## config.mk

```make
export PLATFORM = sky130hd
export DESIGN_NAME = uart_tx_serializer
export DESIGN_NICKNAME = d
export VERILOG_FILES = /design/src/rtl/uart_pkg.sv /design/src/rtl/uart_baud_tick.sv /design/src/rtl/uart_tx_serializer.sv
export SDC_FILE = /design/constraint.sdc
export NUM_CORES = 1
export LEC_CHECK = 0
export CAP_MARGIN = 10
export CELL_PAD_IN_SITES_DETAIL_PLACEMENT = 1
export CELL_PAD_IN_SITES_GLOBAL_PLACEMENT = 1
export CORE_MARGIN = 2
export CORE_UTILIZATION = 42
export DETAILED_ROUTE_END_ITERATION = 10
export PLACE_DENSITY_LB_ADDON = 0.1
export SLEW_MARGIN = 20
export SYNTH_ARGS = -nofsm -noshare
export SYNTH_HDL_FRONTEND = slang
export SYNTH_SLANG_ARGS = --single-unit
```

## constraint.sdc

```tcl
create_clock -name clk -period 2.5 [get_ports clk]
set_clock_uncertainty 0.15 [all_clocks]
set_input_delay 0.75 -clock clk [delete_from_list [all_inputs] [get_ports clk]]
set_output_delay 0.75 -clock clk [all_outputs]
set_load 0.01 [all_outputs]
```

## src/rtl/uart_pkg.sv

```systemverilog
// uart_pkg: state encoding, data width and baud default
// shared by the UART transmitter and receiver.
package uart_pkg;

  localparam int DATA_BITS            = 8;
  localparam int DEFAULT_CLKS_PER_BIT = 104;

  typedef enum logic [2:0] {
    UART_IDLE   = 3'd0,
    UART_START  = 3'd1,
    UART_DATA   = 3'd2,
    UART_PARITY = 3'd3,
    UART_STOP   = 3'd4
  } uart_state_t;

endpackage

```

## src/rtl/uart_baud_tick.sv

```systemverilog
// uart_baud_tick: bit-period counter, 0..CLKS_PER_BIT-1.
// clk, rst (async low), restart (sync clear), tick (wrap pulse).
module uart_baud_tick
  import uart_pkg::*;
#(
  parameter int CLKS_PER_BIT = DEFAULT_CLKS_PER_BIT
) (
  input  logic clk,
  input  logic rst,
  input  logic restart,
  output logic tick
);

  localparam int CW =
    (CLKS_PER_BIT > 1) ? $clog2(CLKS_PER_BIT) : 1;
  localparam logic [CW-1:0] LAST = CW'(CLKS_PER_BIT - 1);

  logic [CW-1:0] cnt;

  always_ff @(posedge clk or negedge rst) begin
    if (!rst) begin
      cnt <= '0;
    end else if (restart || cnt == LAST) begin
      cnt <= '0;
    end else begin
      cnt <= cnt + CW'(1);
    end
  end

  assign tick = !restart && (cnt == LAST);

endmodule

```

## src/rtl/uart_tx_serializer.sv

```systemverilog
// uart_tx_serializer: 8N1 UART transmitter, LSB first.
// clk, rst (async low), tx_byte/transmit in; is_transmitting,
// tx, tx_done out (all registered). Define UART_TX_PARITY_EN
// to insert an even-parity bit after bit 7.
module uart_tx_serializer
  import uart_pkg::*;
#(
  parameter int CLKS_PER_BIT = DEFAULT_CLKS_PER_BIT,
  parameter int STOP_BITS    = 1
) (
  input  logic       clk,
  input  logic       rst,
  input  logic [7:0] tx_byte,
  input  logic       transmit,
  output logic       is_transmitting,
  output logic       tx,
  output logic       tx_done
);

  localparam int IW = $clog2(DATA_BITS);
  localparam logic [IW-1:0] LAST_BIT = IW'(DATA_BITS - 1);

  uart_state_t          state, state_n;
  logic [DATA_BITS-1:0] shreg, shreg_n;
  logic [IW-1:0]        idx, idx_n;
  logic                 stop_idx, stop_n;
  logic                 tx_n, busy_n, done_n;
  logic                 restart, tick;
`ifdef UART_TX_PARITY_EN
  logic                 par, par_n;
`endif

  // counter is held at zero while idle so the start
  // bit gets a full period from the accepting edge
  uart_baud_tick #(
    .CLKS_PER_BIT(CLKS_PER_BIT)
  ) u_tick (
    .clk    (clk),
    .rst    (rst),
    .restart(restart),
    .tick   (tick)
  );

  always_ff @(posedge clk or negedge rst) begin
    if (!rst) begin
      state           <= UART_IDLE;
      shreg           <= '0;
      idx             <= '0;
      stop_idx        <= 1'b0;
      tx              <= 1'b1;
      is_transmitting <= 1'b0;
      tx_done         <= 1'b0;
`ifdef UART_TX_PARITY_EN
      par             <= 1'b0;
`endif
    end else begin
      state           <= state_n;
      shreg           <= shreg_n;
      idx             <= idx_n;
      stop_idx        <= stop_n;
      tx              <= tx_n;
      is_transmitting <= busy_n;
      tx_done         <= done_n;
`ifdef UART_TX_PARITY_EN
      par             <= par_n;
`endif
    end
  end

  always_comb begin
    state_n = state;
    shreg_n = shreg;
    idx_n   = idx;
    stop_n  = stop_idx;
    tx_n    = tx;
    busy_n  = is_transmitting;
    done_n  = 1'b0;
    restart = 1'b0;
`ifdef UART_TX_PARITY_EN
    par_n   = par;
`endif
    unique case (state)
      UART_IDLE: begin
        restart = 1'b1;
        if (transmit) begin
          state_n = UART_START;
          shreg_n = tx_byte;
          idx_n   = '0;
          stop_n  = 1'b0;
          tx_n    = 1'b0;
          busy_n  = 1'b1;
`ifdef UART_TX_PARITY_EN
          par_n   = ^tx_byte;
`endif
        end
      end
      UART_START: begin
        if (tick) begin
          state_n = UART_DATA;
          tx_n    = shreg[0];
          shreg_n = {1'b0, shreg[DATA_BITS-1:1]};
        end
      end
      UART_DATA: begin
        if (tick) begin
          idx_n = idx + IW'(1);
          if (idx == LAST_BIT) begin
`ifdef UART_TX_PARITY_EN
            state_n = UART_PARITY;
            tx_n    = par;
`else
            state_n = UART_STOP;
            tx_n    = 1'b1;
`endif
          end else begin
            tx_n    = shreg[0];
            shreg_n = {1'b0, shreg[DATA_BITS-1:1]};
          end
        end
      end
`ifdef UART_TX_PARITY_EN
      UART_PARITY: begin
        if (tick) begin
          state_n = UART_STOP;
          tx_n    = 1'b1;
        end
      end
`endif
      UART_STOP: begin
        if (tick) begin
          if (stop_idx == 1'(STOP_BITS - 1)) begin
            state_n = UART_IDLE;
            busy_n  = 1'b0;
            done_n  = 1'b1;
          end else begin
            stop_n = 1'b1;
          end
        end
      end
      default: begin
        state_n = UART_IDLE;
        tx_n    = 1'b1;
        busy_n  = 1'b0;
      end
    endcase
  end

endmodule

```

==> impl_metrics.toml <==
[outcome]
outcome = "complete, no violations"

[global_routing]
antenna_found_initial = 0
grt_overflow = 0
grt_max_degree = 25
track_usage_pct = 18.9
grt_pass1_wl_um = 4770
grt_pass1_vias = 1030

[worst_setup_path]
cp-start-kind = "flop"
worstSetupStartpoint = "tx"
slowest_stage = "dfstp_2"
critical_path.top_delay_family = "flip-flops"
crit_chain = "clkdlybuf4s50_1"
critPathBufInv = 1
reg2reg_from = "idx[0]"
worstPathRequired_ns = 1.60
worstPathArrival_ns = 1.39
max_stage_delay_ns = 0.55
path_class = "reg2out"
critPathMaxFanout = 2
cp-end-kind = "output pin"

[synthesis]
yosysWarnings = 0
seq_area_frac_synth_pct = 49.7
synth_top_family_by_area = "compound AO/OA/AOI/OAI gates"
syn_avg_cell_area_sq_um = 10.5
synth_area_sq_um = 1210
synth-compound-area-share_pct = 23.3
ys_ff_latch = 24
syn_nets = 129
synth_xor_area_share_pct = 3.62
syn_inst = 115
yosys.area_share.adder_pct = 3.10
synth_mux_area_share_pct = 2.59
synth-simple-area-share_pct = 13.7
synth_cell_types = 35

[routing]
ant_nets = 0
top_layer_used = "met4"
drtPass1Iterations = 2
wl_um = 2640
route.detailed.drc = 0
wl_met3_um = 67
avgRoutedWirePerCell_um = 16.5
first_iter_violations = 28
viasPerCell = 5.89
drt-met1-wl_um = 1250
route.met2.wl_um = 1300
vias = 943

[floorplan]
initial_core_util_pct = 43.9
num_rows = 19
core-area_sq_um = 2760
ios = 14
dieArea_sq_um = 3330
die_w_um = 57.7
fp.dieH_um = 57.7

[timing]
rsz0062_at_grt = "no"
timing_hold_violations_final = 0
relSlewSlack_pct = 69.5
fin_crit_sh_pct = 91.4
fin_setup_tns_ns = 0
period_needed_ns = 2.29
worst_slew_pin_slew_ns = 0.454
maxSlewViolCount = 0
timing.hold.ws_ns = 0.324
setup_viol = 0
max_freq_mhz = 438

[pwr]
leakage_nw = 0.606
p_per_area_nw_per_um2 = 1010
finalPower_w = 0.00144
ir_worst_vdd_v = 0.000574

[placed_design]
io_buffers = 13
dpl.hpwl_um = 1870
gp_congestion = 0.751
placed_cell_area_sq_um = 1370

[clock_tree]
cts-buffers-inserted = 3
clk_path_buf_depth = 2
cts_tree = "yes"
h-tree-depth = 1
root_buffer = "clkbuf_4"
clk_latency_ns = 0.32
cts_resized = 0
path_clk_slew_ns = 0.13
clkSinkCount = 24
ctsHoldBuffers = 0
postCtsSetupBuffers = 0

[cells_and_area]
nets = 144
syn_to_final_growth_pct = 17.7
drive_above_1_share_pct = 8.53
fin_area_sq_um = 1420
final_common_cell = "dfrtp_1"
num_antenna_cells = 0
final_cell_mix = "dfrtp_1, clkdlybuf4s50_1, nor2_1"

[hold_path]
hold_path_class = "reg2reg"
min-delay-start = "u_tick.cnt[0]"

[job]
cap_viol_max_count = 0
-- cell families after synthesis --
logic type      after synthesis
simple gates                 32
xor+xnor                      5
fa+ha+maj                     3
mux                           3
buf+inv                      12
compound gates               36
flops                        24
-- synth_stat cells, drive strengths merged --
master | n | share of area (%)
a22oi | 2 | 1.2
nor3b | 1 | 1.0
o2bb2ai | 2 | 1.4
buf | 3 | 1.2
xor2 | 2 | 1.4
a21boi | 1 | 1.6
nand3b | 1 | 0.62
and3 | 2 | 1.0
inv | 7 | 2.2
nor2 | 11 | 3.4
o21bai | 1 | 0.62
xnor2 | 3 | 2.2
or3b | 1 | 0.72
dfrtp | 23 | 48
mux2i | 2 | 1.7
o21ai | 4 | 1.7
a21oi | 3 | 2.2
a2bb2oi | 8 | 5.8
nand3 | 5 | 2.1
nand4 | 3 | 1.6
clkbuf | 2 | 0.62
a31oi | 1 | 0.52
o21a | 1 | 0.62
and2 | 2 | 1.0
nor3 | 1 | 0.41
a311oi | 1 | 0.72
nand2 | 4 | 1.2
a211oi | 1 | 0.62
o22ai | 8 | 4.1
mux2 | 1 | 0.93
dfstp | 1 | 2.2
ha | 3 | 3.1
nand2b | 1 | 0.52
a22o | 3 | 2.2
-- path summary, 6_finish.rpt --
check	end	slack, ns	cells after the start
min reg2reg	u_tick.cnt[0]	0.32	1
max reg2reg	shreg[3]	0.32	6
min in group asynchronous	shreg[4]	0.62	2
max in group asynchronous	tx	1.29	2
max	tx	0.21	1
min	u_tick.cnt[0]	0.32	1
-- metrics by stage --
| step | cells | setup WS, ns | util, % |
|---|---|---|---|
| after CTS | 160 | 0.195 | 51.6 |
| final | 160 | 0.215 | 51.6 |
| after detailed placement | 156 | 0.168 | 49.7 |
| after global placement | 156 | 0.263 | 49.7 |
| after global routing | 160 | 0.155 | 51.6 |
| after floorplan | 115 | 0.420 | - |
-- power breakdown --
part           switching, W  total [W]  internal (W)
Clock              0.000118   0.000280      0.000162
Combinational      0.000228   0.000491      0.000263
Sequential         0.000133   0.000671      0.000539
Total              0.000479    0.00144      0.000964
-- metal layers --
layer	global-route usage, %	up-vias
li1	-	450
met1	24.6	478
met2	32.0	11
met3	2.68	4
met4	6.98	0
met5	0	-
-- registers in the layout, indices dropped and copies added, names as in the netlist --
| register | count |
|---|---|
| tx | 1 |
| u_tick.cnt | 7 |
| state | 3 |
| idx | 3 |
| tx_done | 1 |
| is_transmitting | 1 |
| shreg | 8 |
-- area by class of cell --
type	instances	area [sq um]
Sequential cell	24	602
Tap cell	31	38.8
Clock inverter	1	30.0
Multi-Input combinational cell	79	559
Timing Repair Buffer	15	145
Clock buffer	3	22.5
Fill cell	309	1330
Inverter	7	26.3
No activity file was read; power rests on OpenSTA's default activity.
